**src/rtl/bsg_manycore_host_req_scheduler_if.sv**
```systemverilog
// Request-path bundle between the host-side request sources, the scheduler
// and the manycore endpoint host_req port.
//
// Signals (direction given from the scheduler's point of view):
//   req_v_i          in   per-requester valid
//   req_data_i       in   packed request data, requester i at [i*fifo_width_p +: fifo_width_p]
//   req_yumi_o       out  one-hot accept back to the requesters
//   host_req_o       out  packet to the endpoint
//   host_req_v_o     out  valid to the endpoint
//   host_req_ready_i in   endpoint ready
//   out_credits_i    in   endpoint's available out-credits
//   fence_v_i        in   fence request (level)
//   fence_done_o     out  one-cycle fence completion pulse
//   busy_o           out  fence in progress
//   issue_count_o    out  running count of issued requests (wraps)
//
// master: the scheduler.  slave: the environment (requesters + endpoint).
interface bsg_manycore_host_req_scheduler_if #(
  parameter int num_req_p         = 2,
  parameter int fifo_width_p      = 32,
  parameter int max_out_credits_p = 8
);
  localparam int credit_width_lp = $clog2(max_out_credits_p + 1);

  logic [num_req_p-1:0]              req_v_i;
  logic [num_req_p*fifo_width_p-1:0] req_data_i;
  logic [num_req_p-1:0]              req_yumi_o;
  logic [fifo_width_p-1:0]           host_req_o;
  logic                              host_req_v_o;
  logic                              host_req_ready_i;
  logic [credit_width_lp-1:0]        out_credits_i;
  logic                              fence_v_i;
  logic                              fence_done_o;
  logic                              busy_o;
  logic [31:0]                       issue_count_o;

  modport master (
    input  req_v_i, req_data_i, host_req_ready_i, out_credits_i, fence_v_i,
    output req_yumi_o, host_req_o, host_req_v_o, fence_done_o, busy_o, issue_count_o
  );

  modport slave (
    output req_v_i, req_data_i, host_req_ready_i, out_credits_i, fence_v_i,
    input  req_yumi_o, host_req_o, host_req_v_o, fence_done_o, busy_o, issue_count_o
  );
endinterface

```
**src/rtl/bsg_manycore_host_req_scheduler.sv**
```systemverilog
// Shares the single host->manycore request path among num_req_p request
// sources. Round-robin arbitration, issue gated on endpoint out-credits with a
// one-cycle bubble after every issue so the endpoint's credit update is seen
// before the next issue. A fence blocks issue until all credits have returned
// and then emits a single fence_done_o pulse.
//
// Ports:
//   clk_i    clock
//   reset_i  synchronous active-high reset
//   bus      request/endpoint bundle (master modport), see the interface file
module bsg_manycore_host_req_scheduler #(
  parameter int num_req_p         = 2,
  parameter int fifo_width_p      = 32,
  parameter int max_out_credits_p = 8
) (
  input logic clk_i,
  input logic reset_i,
  bsg_manycore_host_req_scheduler_if.master bus
);
  localparam int credit_width_lp = $clog2(max_out_credits_p + 1);
  localparam int ptr_w_lp        = $clog2(num_req_p);

  typedef enum logic [1:0] {IDLE, FENCE, DONE} state_e;

  state_e              state_q;
  logic [ptr_w_lp-1:0] rr_ptr_q;
  logic [ptr_w_lp-1:0] rr_ptr_d;
  logic [ptr_w_lp-1:0] winner;
  logic                last_issue_q;
  logic                fence_done_q;
  logic                busy_q;
  logic [31:0]         issue_count_q;
  logic                issue_ok;
  logic                hs;
  logic                credits_full;

  assign credits_full = (bus.out_credits_i == credit_width_lp'(max_out_credits_p));

  // Upward scan from the round-robin pointer, wrapping at num_req_p.
  always_comb begin
    logic                found;
    int                  cand;
    logic [ptr_w_lp-1:0] cidx;
    winner = '0;
    found  = 1'b0;
    cand   = 0;
    cidx   = '0;
    for (int k = 0; k < num_req_p; k++) begin
      cand = (int'(rr_ptr_q) + k) % num_req_p;
      cidx = ptr_w_lp'(cand);
      if (!found && bus.req_v_i[cidx]) begin
        found  = 1'b1;
        winner = cidx;
      end
    end
  end

  // last_issue_q is the credit-lag bubble; reset_i masks the request path so
  // nothing is offered to the endpoint while the block is held in reset.
  assign issue_ok = ~reset_i & (state_q == IDLE) & ~bus.fence_v_i
                  & (bus.out_credits_i != '0) & ~last_issue_q;

  assign bus.host_req_v_o = issue_ok & (|bus.req_v_i);
  assign bus.host_req_o   = bus.req_data_i[int'(winner)*fifo_width_p +: fifo_width_p];
  assign hs               = bus.host_req_v_o & bus.host_req_ready_i;

  always_comb begin
    bus.req_yumi_o = '0;
    if (hs) bus.req_yumi_o[winner] = 1'b1;
  end

  assign rr_ptr_d = (winner == ptr_w_lp'(num_req_p - 1)) ? '0 : winner + ptr_w_lp'(1);

  always_ff @(posedge clk_i) begin
    if (reset_i) begin
      state_q       <= IDLE;
      rr_ptr_q      <= '0;
      last_issue_q  <= 1'b0;
      issue_count_q <= '0;
      fence_done_q  <= 1'b0;
      busy_q        <= 1'b0;
    end else begin
      last_issue_q <= hs;
      if (hs) begin
        rr_ptr_q      <= rr_ptr_d;
        issue_count_q <= issue_count_q + 32'd1;
      end
      case (state_q)
        IDLE: begin
          if (bus.fence_v_i) begin
            state_q <= FENCE;
            busy_q  <= 1'b1;
          end
        end
        // fence_v_i is not consulted here: once started, a fence always completes.
        FENCE: begin
          if (credits_full && !last_issue_q) begin
            state_q      <= DONE;
            fence_done_q <= 1'b1;
          end
        end
        DONE: begin
          state_q      <= IDLE;
          fence_done_q <= 1'b0;
          busy_q       <= 1'b0;
        end
        default: begin
          state_q      <= IDLE;
          fence_done_q <= 1'b0;
          busy_q       <= 1'b0;
        end
      endcase
    end
  end

  assign bus.fence_done_o  = fence_done_q;
  assign bus.busy_o        = busy_q;
  assign bus.issue_count_o = issue_count_q;
endmodule

```
**src/flat_wrapper.sv**
```systemverilog
// flat-port wrapper written by rule: the top's interface ports become plain ports
module bsg_manycore_host_req_scheduler_flat 
#(
  parameter int num_req_p         = 2,
  parameter int fifo_width_p      = 32,
  parameter int max_out_credits_p = 8
)
  (clk_i, reset_i, bus_req_v_i, bus_req_data_i, bus_host_req_ready_i, bus_out_credits_i, bus_fence_v_i, bus_req_yumi_o, bus_host_req_o, bus_host_req_v_o, bus_fence_done_o, bus_busy_o, bus_issue_count_o);
  bsg_manycore_host_req_scheduler_if #(.num_req_p(num_req_p), .fifo_width_p(fifo_width_p), .max_out_credits_p(max_out_credits_p)) bus_i ();
  input logic clk_i;
  input logic reset_i;
  input wire logic [$bits(bus_i.req_v_i)-1:0] bus_req_v_i;
  input wire logic [$bits(bus_i.req_data_i)-1:0] bus_req_data_i;
  input wire logic [$bits(bus_i.host_req_ready_i)-1:0] bus_host_req_ready_i;
  input wire logic [$bits(bus_i.out_credits_i)-1:0] bus_out_credits_i;
  input wire logic [$bits(bus_i.fence_v_i)-1:0] bus_fence_v_i;
  output wire logic [$bits(bus_i.req_yumi_o)-1:0] bus_req_yumi_o;
  output wire logic [$bits(bus_i.host_req_o)-1:0] bus_host_req_o;
  output wire logic [$bits(bus_i.host_req_v_o)-1:0] bus_host_req_v_o;
  output wire logic [$bits(bus_i.fence_done_o)-1:0] bus_fence_done_o;
  output wire logic [$bits(bus_i.busy_o)-1:0] bus_busy_o;
  output wire logic [$bits(bus_i.issue_count_o)-1:0] bus_issue_count_o;
  assign bus_i.req_v_i = bus_req_v_i;
  assign bus_i.req_data_i = bus_req_data_i;
  assign bus_i.host_req_ready_i = bus_host_req_ready_i;
  assign bus_i.out_credits_i = bus_out_credits_i;
  assign bus_i.fence_v_i = bus_fence_v_i;
  assign bus_req_yumi_o = bus_i.req_yumi_o;
  assign bus_host_req_o = bus_i.host_req_o;
  assign bus_host_req_v_o = bus_i.host_req_v_o;
  assign bus_fence_done_o = bus_i.fence_done_o;
  assign bus_busy_o = bus_i.busy_o;
  assign bus_issue_count_o = bus_i.issue_count_o;
  bsg_manycore_host_req_scheduler #(.num_req_p(num_req_p), .fifo_width_p(fifo_width_p), .max_out_credits_p(max_out_credits_p)) u_core (.clk_i(clk_i), .reset_i(reset_i), .bus(bus_i));
endmodule
```
**config.mk**
```make
export PLATFORM = sky130hd
export DESIGN_NAME = bsg_manycore_host_req_scheduler_flat
export DESIGN_NICKNAME = d
export VERILOG_FILES = /design/src/rtl/bsg_manycore_host_req_scheduler_if.sv /design/src/rtl/bsg_manycore_host_req_scheduler.sv /design/src/flat_wrapper.sv
export SDC_FILE = /design/constraint.sdc
export NUM_CORES = 1
export LEC_CHECK = 0
export BUFFER_PORTS_ARGS = -buffer_cell sky130_fd_sc_hd__buf_2
export CAP_MARGIN = 15
export CORE_MARGIN = 2
export CORE_UTILIZATION = 42
export CTS_CLUSTER_SIZE = 8
export DETAILED_ROUTE_END_ITERATION = 12
export PLACE_DENSITY = 0.8
export REMOVE_ABC_BUFFERS = 1
export SYNTH_ARGS = -nofsm -noshare
export SYNTH_HDL_FRONTEND = slang
export SYNTH_SLANG_ARGS = --single-unit
```
**constraint.sdc**
```tcl
create_clock -name clk_i -period 2.2 [get_ports clk_i]
set_input_delay 0.22 -clock clk_i [delete_from_list [all_inputs] [get_ports clk_i]]
set_output_delay 0.22 -clock clk_i [all_outputs]
set_load 0.03 [all_outputs]
```
[After elaboration in Yosys (flattened, before gate mapping)]
Index checks and enable logic that the tools add are counted.
Word-level totals
  bits in registers: 38
  bits of input ports: 74
  output and inout port bits: 69
  logic and storage cells: 58
Cells by class
  add/subtract/negate cells: 3
  magnitude comparators: 4
  eq/ne operators: 4
  shift-type cells: 1
  mux-type cells: 18
  bitwise logic cells: 11
  reduce and logical (&&, ||, !) cells: 11
Operators with widths (count)
  variable part select 64 x 7 -> 32 bit: 1
  adder 32 x 1 -> 32 bit, second input constant: 1
  two-way mux 1 bit: 11
  bitwise AND 1 bit: 6
  less-than comparator 1 x 2 -> 1 bit, second input constant: 3
  two-way mux 2 bit: 3
  AND reduction 2 bit: 3
  NOT 1 bit: 5
  == test 4 bit, second input constant: 1
  one-hot mux 1 bit (2 select lines): 2
  one-hot mux 2 bit (2 select lines): 1
  nonzero test 4 bit: 1
  logical AND 1 bit: 3
  adder 1 bit, second input constant: 2
  == test 2 x 1 -> 1 bit, second input constant: 1
  logical NOT 1 bit: 2
  logical NOT 2 bit: 1
  != test 2 x 1 -> 1 bit, second input constant: 1
  != test 2 bit, second input constant: 1
  OR reduction 2 bit: 1
  demux 1 bit (select 1 bit): 1
  greater-or-equal comparator 1 bit, second input constant: 1

[Logic depth before layout (Yosys ltp)]
  depth after elaboration: 11
  depth in mapped cells: 6
  gate-level depth less buffers: 6

[Worst setup path before layout]
OpenSTA, ideal clock, no wires.
  path type: register -> output
  start: reg u_core.state_q[1]
  end: out bus_host_req_v_o
  data arrival time: 2.074 ns
  required time: 1.980 ns
  slack: -0.094 ns
  stages on the path, launching flop included: 4
  buffers on the path: 1
  cell sequence: dfxtp_1 > or4_1 > clkbuf_1 > nor4_1
On the way
  cells in the longest elaborated chain, start to end: 6
RTL lines
  start: declaration: RTL line bsg_manycore_host_req_scheduler.sv:25  | state_e state_q;
  start signal: assignment: RTL line bsg_manycore_host_req_scheduler.sv:76  | state_q <= IDLE;
  start signal: assignment: RTL line bsg_manycore_host_req_scheduler.sv:91  | state_q <= FENCE;
  start signal: assignment: RTL line bsg_manycore_host_req_scheduler.sv:98  | state_q <= DONE;
  logical NOT 2 bit: RTL line bsg_manycore_host_req_scheduler.sv:60  | assign issue_ok = ~reset_i & (state_q == IDLE) & ~bus.fence_v_i
  bitwise AND 1 bit (2 in series): RTL line bsg_manycore_host_req_scheduler.sv:60
  bitwise AND 1 bit (2 in series): RTL line bsg_manycore_host_req_scheduler.sv:61  | & (bus.out_credits_i != '0) & ~last_issue_q;
  bitwise AND 1 bit: RTL line bsg_manycore_host_req_scheduler.sv:63  | assign bus.host_req_v_o = issue_ok & (|bus.req_v_i);
  end: declaration: RTL line flat_wrapper.sv:19  | output wire logic [$bits(bus_i.host_req_v_o)-1:0] bus_host_req_v_o;
Every way passes these cells.

[Final worst setup path]
Ends and elaborated chain as after synthesis.

==> results.md <==
- The run finished with clean final reports.
- Of the total power, the share spent switching nets is 0.290.
- The tree is rooted in a clkbuf_8.
- The final number of hold-violating endpoints is 0.
- The share of total power dissipated in sequential elements is 0.455.
- The synthesized area per cell is 8.67 um2.
- The die footprint is roughly 5800 um2.
- The worst-case IR drop observed on VDD is approximately 0.24 mV.
- In this run the deepest clock path goes through 2 buffers.
- The critical register-to-register path startpoint is u_core.bus.issue_count_o[4].
- The class of the tightest hold or removal check is in -> reg.
- The power spent charging and discharging nets is around 0.45 mW.
- The fraction of the mapped netlist area in compound gates is 0.0595.
- Clock-pin slew was measured on the worst setup and hold paths at roughly 0.070 ns.
- The netlist uses 32 different library cells.
- The total of warnings raised by yosys is 0.
- The leakage component of the power is about 1.4 nW.
- Of all nets on the critical path, the largest fanout is 11.
- The post-CTS setup-driven buffer insertion count is 0.
- Data on the critical path is required at its endpoint by between 1.5 and 2 ns.
- In this design, the largest share of critical-path delay is due to simple AND/OR/NAND/NOR gates.
- The area of all sequential standard cells is between 700 and 800 um2.
- Setup repair after global routing left no endpoint under its margin.
- The worst register-to-register path has a setup slack of about 0.14 ns.
- The count of buffers inserted at the top-level ports is around 140.
- The number of antenna-violating nets in the routed design is 0.
- At the end of routability-driven placement, the weighted congestion stood at 0.826.
- The post-detailed-route DRC marker count is 0.
- The worst clock skew is around 0.0039 ns.
- The fraction of final layout cells sized beyond drive strength 1 is 0.502.
- The number of sinks on the clock net is 38.
- Of the total synthesized cell area, the portion taken by AND, OR, NAND and NOR gates is 0.303.
- The number of H-tree levels is 2.
- TritonCTS built the clock tree.
- Buffers inserted to repair hold after CTS numbered 0.
- The clock power share is 0.315.
- The internal portion of the total power is 1.09 mW.
- The number of global-route vias before repair is around 2.4k.
- The synthesized-area fraction occupied by adder cells is 0.00577.
- The total via count in the routed design is roughly 2.5k.
- TritonCTS created 5 clock buffers.
- The startpoint kind of the worst setup timing path is a flip-flop.
- The final routed wire length divided by cell count is between 10 and 15 um.
- For the pin with the worst max-slew slack, the measured transition is about 0.6 ns.
- The max-cap check violation count is 0.
- The number of antenna diodes in the final layout is 0.
- In this run, the number of DRC markers left after iteration 0 of detailed routing was approximately 130.
- The total global routing overflow is 0.
- The path with the worst hold slack has its endpoint at u_core.bus.fence_done_o.
- After synthesis, the share of cell area in mux cells is 0.171.
- After floorplanning, the core was sized to cover 5040 um2.
- The number of top-level pins is roughly 140.
- Wires add up to about 6.7 mm.
- Of the total synthesized cell area, the portion taken by XOR and XNOR cells is 0.0768.
- For this run, the slowest stage of the critical path takes approximately 0.57 ns.
- Together, buffers and inverters on the worst path number 2.
- The worst-skew pair later-pin latency is a little under 0.3 ns.
- The detailed-router iteration count before antenna repair is 4.
- After synthesis, the largest family of logic cells by area is simple AND/OR/NAND/NOR gates.
- The worst setup path is captured at an output port.
- The worst hold path passes through 4 cells.
- In the final layout, the multi-input gates occupy around 1300 um2.
- Dividing the detail-routed via count by the number of cells gives 5.19.
- The beginning of the worst hold path is bus_out_credits_i[0].
- The worst relative slew slack is 0.595.
- At the end of the flow, the number of nets in the layout was roughly 480.
- Traced cell by cell, the critical path runs through or4_1 -> buf_4 -> nor4_1 -> buf_2.
- After synthesis the cells add up to approximately 2200 um2.
- The count of cells resized by post-cts repair is 0.
- Dividing the final minimum period by the clock period gives 0.942.
- The critical path is of the reg -> out type.
- The flip-flop and latch count after synthesis is 38.
- For this run, the top clock speed supported by timing is 483 MHz.
- The initial cell density of the core is 0.430.
- From synthesis to final layout, the design area changed by 45.7%.
- Synthesis produced a netlist whose cell count is 250.
- The worst hold slack is about 0.25 ns.
- The number of cells on the worst reg-to-reg path is 5.
- The initial antenna violation count is 0.
- Across every metal layer, demand over resource in global routing totals 0.233.
- The data arrival time at the worst-slack endpoint is 1.85 ns.
- Summed over all nets, the half-perimeter wirelength after detailed placement is approximately 5.4 mm.
- The worst register-to-register path ends at u_core.bus.issue_count_o[19].
- The power density over the cells is around 490 nW/um2.
- After floorplanning, the core was divided into 26 placement rows.
- Setup violations remaining at the end of the flow were counted as 0.
- The cell at the slowest stage of the critical path is or4_1.
- For this run, the register share of the synthesized area comes to 0.351.
- The sum of negative setup slack is 0 ns.
- The largest net degree at the start of global routing is 35.
- The worst path needs 2.07 ns of the cycle, external delays included.
- The final number of max-transition violations is 0.
- The die span in y is 75.8 um.
- After filler insertion, the fill cell instance count of the layout stands at roughly 440.
- In this run the horizontal extent of the chip is 75.8 um.
- The first-pass GRT wire length is 10.3 mm.
- The combinational share of power is 0.230.
placed cells by master, fill, tap and decap left out, types with 7 or more instances in the layout:
cell type	count
xnor2_1	12
buf_2	142
buf_4	18
or3_1	10
mux2_2	33
xor2_1	7
a21oi_1	13
nor4_1	18
inv_1	7
dfxtp_1	38
nand2_1	13
o21ai_0	10
nor2_1	29
nand4_1	15
nand3_1	10
final cells by class:
| class | count | area share |
|---|---|---|
| Tap cell | 70 | 0.0277 |
| Sequential cell | 38 | 0.241 |
| Clock buffer | 7 | 0.0273 |
| Multi-Input combinational cell | 195 | 0.426 |
| Timing Repair Buffer | 160 | 0.268 |
| Inverter | 7 | 0.00832 |
| Clock inverter | 1 | 0.00158 |
flip-flops by register name, summed over array words and instances (netlist names):
signal                    cells
u_core.bus.issue_count_o     32
u_core.state_q                2
u_core.bus.busy_o             1
u_core.bus.fence_done_o       1
u_core.last_issue_q           1
u_core.rr_ptr_q               1
stage by stage:
stage	utilization	power (mW)	instance area, um2	std cells	setup WS, ns
global placement	0.607	1.06	3060	470	0.222
detailed placement	0.607	1.07	3060	470	0.154
CTS	0.625	1.55	3150	478	0.119
floorplan	-	0.921	2120	240	-0.496
global route	0.626	1.60	3160	478	0.0612
finish	0.626	1.54	3160	478	0.129
power by group through the flow:
| stage | Clock [mW] | Combinational [mW] | Sequential, mW |
|---|---|---|---|
| 6_report | 0.484 | 0.354 | 0.699 |
| 2_1_floorplan | 0 | 0.202 | 0.719 |
| 3_5_place_dp | 0 | 0.354 | 0.715 |
| 5_1_grt | 0.528 | 0.376 | 0.699 |
| 3_3_place_gp | 0 | 0.348 | 0.714 |
| 4_1_cts | 0.495 | 0.356 | 0.699 |
worst max path at each step:
stage                 startpoint                           end  depth (start not counted)
2_1_floorplan    u_core.rr_ptr_q               u_core.rr_ptr_q                          3
3_3_place_gp   u_core.state_q[0]  u_core.bus.issue_count_o[24]                          5
3_5_place_dp   u_core.state_q[0]  u_core.bus.issue_count_o[24]                          5
4_1_cts        u_core.state_q[1]              bus_host_req_v_o                          4
5_1_grt        u_core.state_q[0]  u_core.bus.issue_count_o[25]                          5
6_report       u_core.state_q[1]              bus_host_req_v_o                          4
synth_stat cells:
| master | instances | area (um2) |
|---|---|---|
| or4b_4 | 1 | 13.8 |
| and3_1 | 3 | 18.8 |
| nand3_1 | 10 | 50.1 |
| mux2_2 | 33 | 372 |
| xor2_1 | 7 | 61.3 |
| or3_1 | 10 | 62.6 |
| dfxtp_1 | 38 | 761 |
| nand2_1 | 13 | 48.8 |
| clkbuf_1 | 9 | 33.8 |
| or3b_1 | 1 | 8.76 |
| nor4_4 | 1 | 21.3 |
| xnor2_1 | 12 | 105 |
| o21ai_0 | 10 | 50.1 |
| nor2b_1 | 1 | 6.26 |
| o41ai_1 | 1 | 8.76 |
| nand3_2 | 1 | 10.0 |
| nor4b_1 | 1 | 8.76 |
| and2_1 | 1 | 6.26 |
| and4_1 | 2 | 17.5 |
| a21oi_1 | 13 | 65.1 |
| nand4_1 | 15 | 93.8 |
| nor4_2 | 1 | 12.5 |
| or4_1 | 2 | 15.0 |
| nor4_1 | 18 | 113 |
| o21ai_1 | 1 | 5.00 |
| nor2_1 | 29 | 109 |
| ha_1 | 1 | 12.5 |
| nor3_1 | 5 | 25.0 |
| inv_1 | 7 | 26.3 |
| buf_6 | 1 | 11.3 |
| nor3b_1 | 1 | 7.51 |
| nand3b_1 | 1 | 7.51 |
layer usage:
metal,GRT usage,wire length [um],vias up
met4,0.0975,142,0
met3,0.0556,523,11
li1,-,-,1232
met1,0.251,2570,1126
met5,0,0,-
met2,0.431,3490,113
worst min-delay path, cell delays in order:
cell and delay [ns]:
buf_2 0.09, nor4_1 0.06, nor2_1 0.09, nor3_1 0.05
cells by family (layout without fill, tap and decap cells):
family	after synthesis	count (layout)
AO/OA/AOI/OAI	25	25
XOR/XNOR	19	19
adder cells (fa/ha/maj)	1	1
buffers and inverters	17	175
flip-flops	38	38
multiplexers	33	33
AND/OR/NAND/NOR	117	117
No activity file was read; power rests on OpenSTA's default activity.
